`src/rtl/uart_tx_arbiter_if.sv`:
```
// Handshake bundle between the requesters, the arbiter and the UART byte transmitter.
// The arbiter takes the master modport; the surrounding environment takes the slave modport.
interface uart_tx_arbiter_if #(
    parameter int NREQ = 4,
    parameter int DW   = 8
);
    logic [NREQ-1:0]    req;
    logic [NREQ*DW-1:0] req_data;
    logic [NREQ-1:0]    grant;
    logic               tx_start;
    logic [DW-1:0]      tx_data;
    logic               tx_done;
    logic               busy;
    logic [2:0]         owner;
    logic               timeout_err;

    modport master (
        input  req, req_data, tx_done,
        output grant, tx_start, tx_data, busy, owner, timeout_err
    );

    modport slave (
        output req, req_data, tx_done,
        input  grant, tx_start, tx_data, busy, owner, timeout_err
    );
endinterface

```
`src/rtl/uart_tx_arbiter.sv`:
```
// Round-robin scheduler sharing one UART byte transmitter among NREQ requesters,
// with a completion timeout and a post-frame guard gap.
module uart_tx_arbiter #(
    parameter int NREQ       = 4,
    parameter int DW         = 8,
    parameter int GAP_CYCLES = 16,
    parameter int TIMEOUT    = 2000000
) (
    input logic              clk,
    input logic              rst,
    uart_tx_arbiter_if.master bus
);
    localparam int TW = $clog2(TIMEOUT + 1);
    localparam int GW = (GAP_CYCLES > 1) ? $clog2(GAP_CYCLES) : 1;
    localparam logic [TW-1:0] T_LAST   = TW'(TIMEOUT - 1);
    localparam logic [GW-1:0] G_LAST   = GW'((GAP_CYCLES > 0) ? GAP_CYCLES - 1 : 0);
    localparam logic [3:0]    NREQ4    = 4'(NREQ);
    localparam logic [2:0]    LAST_IDX = 3'(NREQ - 1);

    typedef enum logic [1:0] {IDLE, LAUNCH, WAIT_DONE, GAP} state_t;

    state_t          state;
    logic [2:0]      ptr;
    logic [TW-1:0]   tcnt;
    logic [GW-1:0]   gcnt;
    logic [2:0]      winner;
    logic [2*NREQ-1:0] rot;
    logic [2:0]      off;
    logic [3:0]      sum;
    logic            frame_end;

    // Rotate the request vector so the pointer sits at bit 0; the lowest set bit is the winner.
    always_comb begin
        rot = {bus.req, bus.req} >> ptr;
        off = '0;
        for (int i = NREQ - 1; i >= 0; i--) begin
            if (rot[i]) off = 3'(i);
        end
        sum = {1'b0, ptr} + {1'b0, off};
        if (sum >= NREQ4) sum = sum - NREQ4;
        winner = sum[2:0];
    end

    // tx_done takes precedence over an expiring timeout on the same cycle.
    assign frame_end = (state == WAIT_DONE) && (bus.tx_done || (tcnt == T_LAST));

    always_ff @(posedge clk or posedge rst) begin
        if (rst) begin
            state           <= IDLE;
            ptr             <= '0;
            tcnt            <= '0;
            gcnt            <= '0;
            bus.grant       <= '0;
            bus.tx_start    <= 1'b0;
            bus.tx_data     <= '0;
            bus.busy        <= 1'b0;
            bus.owner       <= '0;
            bus.timeout_err <= 1'b0;
        end else begin
            bus.grant       <= '0;
            bus.tx_start    <= 1'b0;
            bus.timeout_err <= 1'b0;
            case (state)
                IDLE: begin
                    if (|bus.req) begin
                        bus.tx_data <= bus.req_data[winner*DW +: DW];
                        bus.owner   <= winner;
                        bus.grant   <= NREQ'(1) << winner;
                        ptr         <= (winner == LAST_IDX) ? 3'd0 : winner + 3'd1;
                        bus.busy    <= 1'b1;
                        state       <= LAUNCH;
                    end
                end
                LAUNCH: begin
                    bus.tx_start <= 1'b1;
                    tcnt         <= '0;
                    state        <= WAIT_DONE;
                end
                WAIT_DONE: begin
                    if (frame_end) begin
                        bus.timeout_err <= !bus.tx_done;
                        gcnt            <= '0;
                        if (GAP_CYCLES == 0) begin
                            bus.busy <= 1'b0;
                            state    <= IDLE;
                        end else begin
                            state <= GAP;
                        end
                    end else begin
                        tcnt <= tcnt + 1'b1;
                    end
                end
                GAP: begin
                    if (gcnt == G_LAST) begin
                        bus.busy <= 1'b0;
                        state    <= IDLE;
                    end else begin
                        gcnt <= gcnt + 1'b1;
                    end
                end
                default: state <= IDLE;
            endcase
        end
    end
endmodule
```
`src/flat_wrapper.sv`:
```
// flat-port wrapper written by rule: the top's interface ports become plain ports
module uart_tx_arbiter_flat 
#(
    parameter int NREQ       = 4,
    parameter int DW         = 8,
    parameter int GAP_CYCLES = 16,
    parameter int TIMEOUT    = 2000000
)
  (clk, rst, bus_req, bus_req_data, bus_tx_done, bus_grant, bus_tx_start, bus_tx_data, bus_busy, bus_owner, bus_timeout_err);
  uart_tx_arbiter_if #(.NREQ(NREQ), .DW(DW)) bus_i ();
  input logic clk;
  input logic rst;
  input wire logic [$bits(bus_i.req)-1:0] bus_req;
  input wire logic [$bits(bus_i.req_data)-1:0] bus_req_data;
  input wire logic [$bits(bus_i.tx_done)-1:0] bus_tx_done;
  output wire logic [$bits(bus_i.grant)-1:0] bus_grant;
  output wire logic [$bits(bus_i.tx_start)-1:0] bus_tx_start;
  output wire logic [$bits(bus_i.tx_data)-1:0] bus_tx_data;
  output wire logic [$bits(bus_i.busy)-1:0] bus_busy;
  output wire logic [$bits(bus_i.owner)-1:0] bus_owner;
  output wire logic [$bits(bus_i.timeout_err)-1:0] bus_timeout_err;
  assign bus_i.req = bus_req;
  assign bus_i.req_data = bus_req_data;
  assign bus_i.tx_done = bus_tx_done;
  assign bus_grant = bus_i.grant;
  assign bus_tx_start = bus_i.tx_start;
  assign bus_tx_data = bus_i.tx_data;
  assign bus_busy = bus_i.busy;
  assign bus_owner = bus_i.owner;
  assign bus_timeout_err = bus_i.timeout_err;
  uart_tx_arbiter #(.NREQ(NREQ), .DW(DW), .GAP_CYCLES(GAP_CYCLES), .TIMEOUT(TIMEOUT)) u_core (.clk(clk), .rst(rst), .bus(bus_i));
endmodule
```
`config.mk`:
```
export PLATFORM = sky130hd
export DESIGN_NAME = uart_tx_arbiter_flat
export DESIGN_NICKNAME = d
export VERILOG_FILES = /design/src/rtl/uart_tx_arbiter_if.sv /design/src/rtl/uart_tx_arbiter.sv /design/src/flat_wrapper.sv
export SDC_FILE = /design/constraint.sdc
export NUM_CORES = 1
export LEC_CHECK = 0
export ABC_AREA = 1
export CAP_MARGIN = 20
export CORE_MARGIN = 1.5
export CORE_UTILIZATION = 35
export CTS_BUF_LIST = sky130_fd_sc_hd__clkbuf_2 sky130_fd_sc_hd__clkbuf_4 sky130_fd_sc_hd__clkbuf_8
export DETAILED_ROUTE_END_ITERATION = 12
export SKIP_CTS_REPAIR_TIMING = 1
export SLEW_MARGIN = 25
export SYNTH_ARGS = -nofsm -noshare
export SYNTH_HDL_FRONTEND = slang
export SYNTH_SLANG_ARGS = --single-unit
export TNS_END_PERCENT = 30
```
`constraint.sdc`:
```
create_clock -name clk -period 3.3 [get_ports clk]
set_clock_uncertainty 0.15 [all_clocks]
set_input_delay 0.66 -clock clk [delete_from_list [all_inputs] [get_ports clk]]
set_output_delay 0.66 -clock clk [all_outputs]
set_load 0.02 [all_outputs]
```
==> results of run 1 <==
[per-layer routing]
layer | global-route usage [%] | share of wire, % | vias up
met4 | 3.36 | 0.70 | 0
met3 | 3.91 | 5.6 | 6
met5 | 0 | 0 | -
met2 | 27.4 | 45 | 70
met1 | 20.5 | 48 | 1222
li1 | - | - | 1377
[registers in the layout, indices dropped and copies added, names as in the netlist]
| signal | cells |
|---|---|
| u_core.bus.busy | 1 |
| u_core.bus.grant | 4 |
| u_core.bus.owner | 3 |
| u_core.bus.timeout_err | 1 |
| u_core.bus.tx_data | 8 |
| u_core.bus.tx_start | 1 |
| u_core.gcnt | 4 |
| u_core.ptr | 3 |
| u_core.state | 2 |
| u_core.tcnt | 21 |
[stage by stage]
step | instances | TNS (ns) | setup WS (ns) | cell area, um2
global placement | 547 | -0.0554 | -0.0109 | 3650
global route | 555 | 0 | 0.0580 | 3770
CTS | 555 | 0 | 0.226 | 3770
floorplan | 389 | 0 | 0.438 | 2970
finish | 555 | 0 | 0.252 | 3770
detailed placement | 547 | -0.478 | -0.0865 | 3650
[worst max-delay path, stage by stage]
cell             delay [ns]
clkdlybuf4s50_1        0.48
inv_1                  0.05
o21ai_0                0.19
nand3_1                0.10
o21ai_0                0.11
nand2_1                0.07
a21boi_0               0.17
ha_1                   0.21
fa_1                   0.44
inv_1                  0.11
buf_12                 0.15
a21oi_1                0.05
a32o_1                 0.20
o21ai_0                0.15
[power groups by stage]
stage,Clock [W],Sequential (W),Combinational [W]
after floorplan,0,0.000952,0.00120
after global placement,0,0.000866,0.00187
after detailed placement,0,0.000868,0.00187
after CTS,0.000453,0.000861,0.00189
after global routing,0.000467,0.000885,0.00211
final,0.000435,0.000861,0.00188
[cell families (layout without fill, tap and decap cells)]
| group | Yosys count | count (layout) |
|---|---|---|
| buffers and inverters | 53 | 114 |
| AOI/OAI and AO/OA | 63 | 63 |
| adders and majority gates | 13 | 13 |
| DFF | 48 | 48 |
| xor gates and xnor gates | 13 | 13 |
| and+or+nand+nor | 199 | 199 |
[how the worst max path moves through the flow]
stage,start,end,slack (ns),cells after the start
finish,bus_req[1],u_core.bus.tx_data[7]$_DFFE_PP0P_,0.25,14
global route,bus_req[1],u_core.bus.tx_data[7]$_DFFE_PP0P_,0.06,14
CTS,bus_req[1],u_core.bus.tx_data[7]$_DFFE_PP0P_,0.23,14
detailed placement,bus_req[1],u_core.bus.tx_data[4]$_DFFE_PP0P_,-0.09,14
global placement,bus_req[1],u_core.bus.tx_data[4]$_DFFE_PP0P_,-0.01,14
floorplan,bus_req[1],u_core.bus.tx_data[1]$_DFFE_PP0P_,0.44,13
[cell type report]
cell class                      instances  area, um2  share of cell area (%)
Inverter                               41        154                    4.09
Clock inverter                          2       35.0                   0.930
Clock buffer                            6       76.3                    2.03
Timing Repair Buffer                   65        641                    17.0
Multi-Input combinational cell        288       1530                    40.6
Tap cell                              105        131                    3.49
Sequential cell                        48       1200                    31.9
[placed cells by master, fill, tap and decap left out, types with 2 or more instances in the layout]
cell,count
a32o_1,8
o21ai_0,29
inv_2,3
nand4_1,3
xor2_1,9
clkbuf_8,5
nor3_1,9
nor2_2,5
xnor2_1,4
inv_1,37
nand3_1,28
clkdlybuf4s50_1,56
o22ai_1,3
ha_1,12
nand3_2,2
a21oi_1,11
nand2_4,3
nor2_1,48
o21a_1,2
o21ai_1,6
nand2_2,4
nand2_1,94
buf_4,8
dfrtp_1,48
==> summary.md, run 1 <==
| Metric | Value |
|---|---|
| Post-Synth Simple-Gate Area | `roughly 29%` |
| Count of pins over their slew limit | `0` |
| Final net count | `501` |
| PwrDens | `roughly 840 nW/um2` |
| Max H-tree Level | `2` |
| Final worst path period share | `92.4%` |
| Hold Crit Endpoint | `u_core.bus.tx_data[6]$_DFFE_PP0P_` |
| Clk sink count | `48` |
| Root Buffer Master | `clkbuf_8` |
| Largest family of logic cells by synthesized area | `simple AND/OR/NAND/NOR gates` |
| FILL cells | `between 800 and 900` |
| Antenna diode count | `0` |
| CP Launch Type | `input pin` |
| Most frequent cell after synthesis | `nand2_1` |
| Number of CTS-inserted buffers | `5` |
| Via-to-Cell Ratio | `around 4.8` |
| Comb power frac | `approximately three fifths` |
| Max-cap viol count | `0` |
| Synth warn | `0` |
| Top-area cell type share of the netlist area | `roughly two fifths` |
| VDD IR max | `0.710 mV` |
| Post-synthesis cell type count | `35` |
| Overall Global Routing Usage | `between 10% and 20%` |
| Post-route ant nets | `0` |
| Leakage power figure | `1.66 nW` |
| Synth Flop Type | `dfrtp_1` |
| Reg clk slew, reported paths | `about 0.09 ns` |
| Width of the die | `95.1 um` |
| DRT iter0 DRCs | `about 110` |
| Int Pwr | `around 0.0018 W` |
| Min-Delay Startpoint | `u_core.bus.tx_data[6]$_DFFE_PP0P_` |
| IO Port Bufs | `between 50 and 60` |
| Grt ovf | `0` |
| Drt first pass iters | `4` |
| Reg2reg start | `u_core.ptr[0]$_DFFE_PP0P_` |
| Cell Area, Synth | `just under 3000 um2` |
| Sequential fraction of the synthesis area | `between 40 and 50%` |
| Synth area leader | `dfrtp_1` |
| Final setup vio count | `0` |
| Compound-Gate Fraction of Synth Area | `12.6%` |
| Placer Congestion | `around 0.86` |
| Die ar. | `between 9000 and 10,000 um2` |
| Syn_area_per_cell | `7.63 um2` |
| Post-synthesis mux area share | `0%` |
| Skew-Pair Late Insertion Delay | `~0.30 ns` |
| Switching portion of total power | `a little over two fifths` |
| Tmin final | `around 3.0 ns` |
| DRT Wirelength | `just under 7 mm` |
| Detailed-route wire length per cell | `roughly 12 um` |
| Hold crit path type | `reg2reg` |
| Initial antenna violation count | `0` |
| Setup crit end kind | `flop` |
| Share of post-route cells with drive strength above 1 | `under 10%` |
| Slew @ Worst Pin | `0.766 ns` |
| Vias in the first global route | `between 2,000 and 3,000` |
| Vias | `about 2,700` |
| Post-route DRC | `0` |
| Top cells by count, synth | `nand2_1, dfrtp_1, nor2_1, inv_1, o21ai_0` |
| Clock share of power | `a little over an eighth` |
| Reg power frac | `between 20% and 30%` |
| Core area | `roughly 8200 um2` |
| FF-to-FF End | `u_core.bus.tx_data[7]$_DFFE_PP0P_` |
| HPWL Detailed | `~5 mm` |
| Kind of critical path | `in2reg` |
| Slew Limit Headroom | `approximately half` |
| R2R depth | `12` |
| Flop2flop setup slack | `approximately 0.58 ns` |
| P&R area growth vs syn | `26.9%` |
| Ports | `57` |
| Cells after Synth | `389` |
| RSZ-0062 raised after global routing | `no` |
| Hold slack | `roughly 0.35 ns` |
| Fmax | `about 0.33 GHz` |
| Wire length of the first global-routing pass | `between 10 and 15 mm` |
| Clk buf depth | `2` |
| Largest net degree at the start of global routing | `36` |
| Status | `completed` |
| Net Switching | `between 0.001 and 0.0015 W` |
| Initial core utilization | `between 30 and 40%` |
| EDFF count, synth | `0` |
| CP arrival | `roughly 3.1 ns` |
| Post-synth ARST share | `100%` |
| Worst Path Max Fanout | `17` |
| Register bit total from synthesis | `48` |
| Main area contributors after synthesis | `dfrtp_1, nand2_1, nor2_1` |
| Die Y | `95.1 um` |
| Cell row count | `33` |
| Post-synthesis xor/xnor area fraction | `3.84%` |
| Syn_nets | `441` |
| Overall Power | `0.00317 W` |
| Adder-cell share of the synthesized area | `roughly 5.7%` |
| Hold Violations, Final | `0` |
| Final Core Density | `between 40% and 50%` |
| Hold Path Stages | `2` |
| TritonCTS clock tree | `done` |
| Critical Path RT | `~3.4 ns` |
Power figures use the tool's default switching activity.
==> inputs of run 2 (changes only) <==
Settings changed: CORE_UTILIZATION 35 to 46, PLACE_DENSITY set to 0.72.
==> run 2 against run 1 <==
Against the previous run:
- critical path depth did not move
- worst setup slack got worse by 0.032 ns
- sequential cell count did not move
- die area fell by 23%
- sequential share of layout area rose by 0.53 points
- count of clock-buffer cells in the layout rose by 2
- largest cell class unchanged
- largest power group unchanged
==> summary.md, run 2 (synthesis gave the netlist of run 1 again) <==
| Metric | Value |
|---|---|
| Status | `completed` |
| IO Port Bufs | `56` |
| Setup ws final | `~0.22 ns` |
| Vias in the first global route | `around 2,600` |
| Vias | `between 2,000 and 3,000` |
| Largest registers | `u_core.tcnt (21), u_core.bus.tx_data (8)` |
| Reg clk slew, reported paths | `around 0.090 ns` |
| Max H-tree Level | `2` |
| Register with the most flip-flops | `u_core.tcnt` |
| Root Buffer Master | `clkbuf_8` |
| Final worst path period share | `93.3%` |
| Post-place instance area | `around 3600 um2` |
| Slew Limit Headroom | `between 50% and 60%` |
| Die ar. | `between 6000 and 7000 um2` |
| CP peak stage delay | `0.52 ns` |
| Skew-Pair Late Insertion Delay | `0.30 ns` |
| Antenna diode count | `0` |
| P&R area growth vs syn | `24.8%` |
| Initial antenna violation count | `0` |
| CP arrival | `between 3 and 4 ns` |
| Final net count | `499` |
| DRT Wirelength | `about 6.6 mm` |
| Clk buf depth | `2` |
| Hold Violations, Final | `0` |
| FF+latch area | `between 1000 and 1500 um2` |
| Post-route ant nets | `0` |
| Worst-path cell chain | `clkdlybuf4s50_1 > nand2_1 > o21ai_1 > nand3_1 > o21ai_1 > nand2_1 > a21boi_1 > ha_2 > fa_1 > inv_1 > buf_12 > a21oi_1 > a32o_1 > o21ai_0` |
| Drt first pass iters | `5` |
| Multi-input gate area | `1530 um2` |
| Wire length of the first global-routing pass | `approximately 11 mm` |
| Number of CTS-inserted buffers | `5` |
| Overall Global Routing Usage | `about a fifth` |
| Post-Place Worst Slack | `-0.219 ns` |
| Leakage power figure | `roughly 1.6 nW` |
| Commonest non-fill, non-tap cells in the layout | `nand2_1, clkdlybuf4s50_1, nor2_1, dfrtp_1, inv_1` |
| Grt ovf | `0` |
| Initial core utilization | `a little under half` |
| Largest register FFs | `21` |
| Largest net degree at the start of global routing | `around 50` |
| Via-to-Cell Ratio | `5.22` |
| FILL cells | `600` |
| DRT iter0 DRCs | `between 100 and 150` |
| Detailed-route wire length per cell | `12.6 um` |
| Most common cell after layout, fill and taps aside | `nand2_1` |
| Design area | `between 3000 and 4000 um2` |
| Final setup vio count | `0` |
| Placer Congestion | `roughly 0.88` |
| Worst Path Max Fanout | `17` |
| Critical Path RT | `~3.4 ns` |
| Buf/Inv on CP | `3` |
| TritonCTS clock tree | `done` |
| Width of the die | `about 83 um` |
| Max-cap viol count | `0` |
| Count of pins over their slew limit | `0` |
| Slowest-stage cell, CP | `clkdlybuf4s50_1` |
| Hold crit path type | `reg2reg` |
| CP Launch Type | `input pin` |
| Tmin final | `between 3 and 4 ns` |
| Setup crit end kind | `flop` |
| RSZ-0062 raised after global routing | `no` |
| Final Non-Filler Cells | `about 530` |
| Ports | `57` |
| Slew @ Worst Pin | `approximately 0.63 ns` |
| Setup Total Neg Slack | `0 ns` |
| Final Core Density | `around 60%` |
| Kind of critical path | `in2reg` |
| Fmax | `between 0.3 and 0.4 GHz` |
| Die Y | `83.3 um` |
| Clk sink count | `between 40 and 50` |
| HPWL Detailed | `~5 mm` |
| PwrDens | `between 800 and 900 nW/um2` |
| Cell count after placement | `517` |
| CP top delay family | `compound AO/OA/AOI/OAI gates` |
| Share of post-route cells with drive strength above 1 | `just under 8%` |
| Cell row count | `29` |
| Post-route DRC | `0` |
| VDD IR max | `around 0.76 mV` |
| Core area | `between 6000 and 7000 um2` |
==> run 2: worst min-delay path, cell delays in order, from the launching register on <==
cell     delay [ns]
dfrtp_1        0.36
nand2_1        0.05
o21ai_0        0.06
==> run 2: final timing paths <==
kind                                                     end  cells after the start                               from  slack [ns]
setup / recovery           u_core.bus.tx_data[6]$_DFFE_PP0P_                     14                         bus_req[2]        0.22
hold / removal             u_core.bus.tx_data[3]$_DFFE_PP0P_                      2  u_core.bus.tx_data[3]$_DFFE_PP0P_        0.35
setup reg to reg           u_core.bus.tx_data[6]$_DFFE_PP0P_                     13          u_core.ptr[0]$_DFFE_PP0P_        0.51
hold reg to reg            u_core.bus.tx_data[3]$_DFFE_PP0P_                      2  u_core.bus.tx_data[3]$_DFFE_PP0P_        0.35
max in group asynchronous      u_core.bus.grant[1]$_DFF_PP0_                      3                                rst        1.89
min in group asynchronous         u_core.tcnt[8]$_DFFE_PP0P_                      3                                rst        0.69
==> run 2: per-layer routing <==
layer | global-route usage (%) | up-vias | wire length (um) | part of all wire [%]
met5 | 0 | - | 0 | 0
li1 | - | 1374 | - | -
met2 | 34.3 | 73 | 3100 | 47
met4 | 6.36 | 0 | 51 | 0.77
met3 | 4.77 | 5 | 423 | 6.4
met1 | 24.4 | 1290 | 3050 | 46
==> run 2: through the flow <==
stage,hold WS (ns),power (W)
final,0.351,0.00315
after global routing,0.379,0.00342
after CTS,0.352,0.00316
after detailed placement,0.330,0.00277
after global placement,0.320,0.00271
after floorplan,0.318,0.00215
==> run 2: power by group <==
part,switching (W),internal (W)
combinational,0.00109,0.000814
sequential,0.000119,0.000743
clock,0.000190,0.000188
==> run 2: area by class of cell <==
cell class / count / share of cell area (%)
timing repair buffer: 63 / 16.9
sequential: 48 / 32.4
inverter: 41 / 4.15
clock buffer: 8 / 2.63
tap: 77 / 2.60
multi-input combinational: 288 / 41.3
==> inputs of run 3 (changes only) <==
Settings changed: HOLD_SLACK_MARGIN set to 0.03.
==> results of run 3 <==
The final DEF is identical to that of run 2; final timing and power are the same.
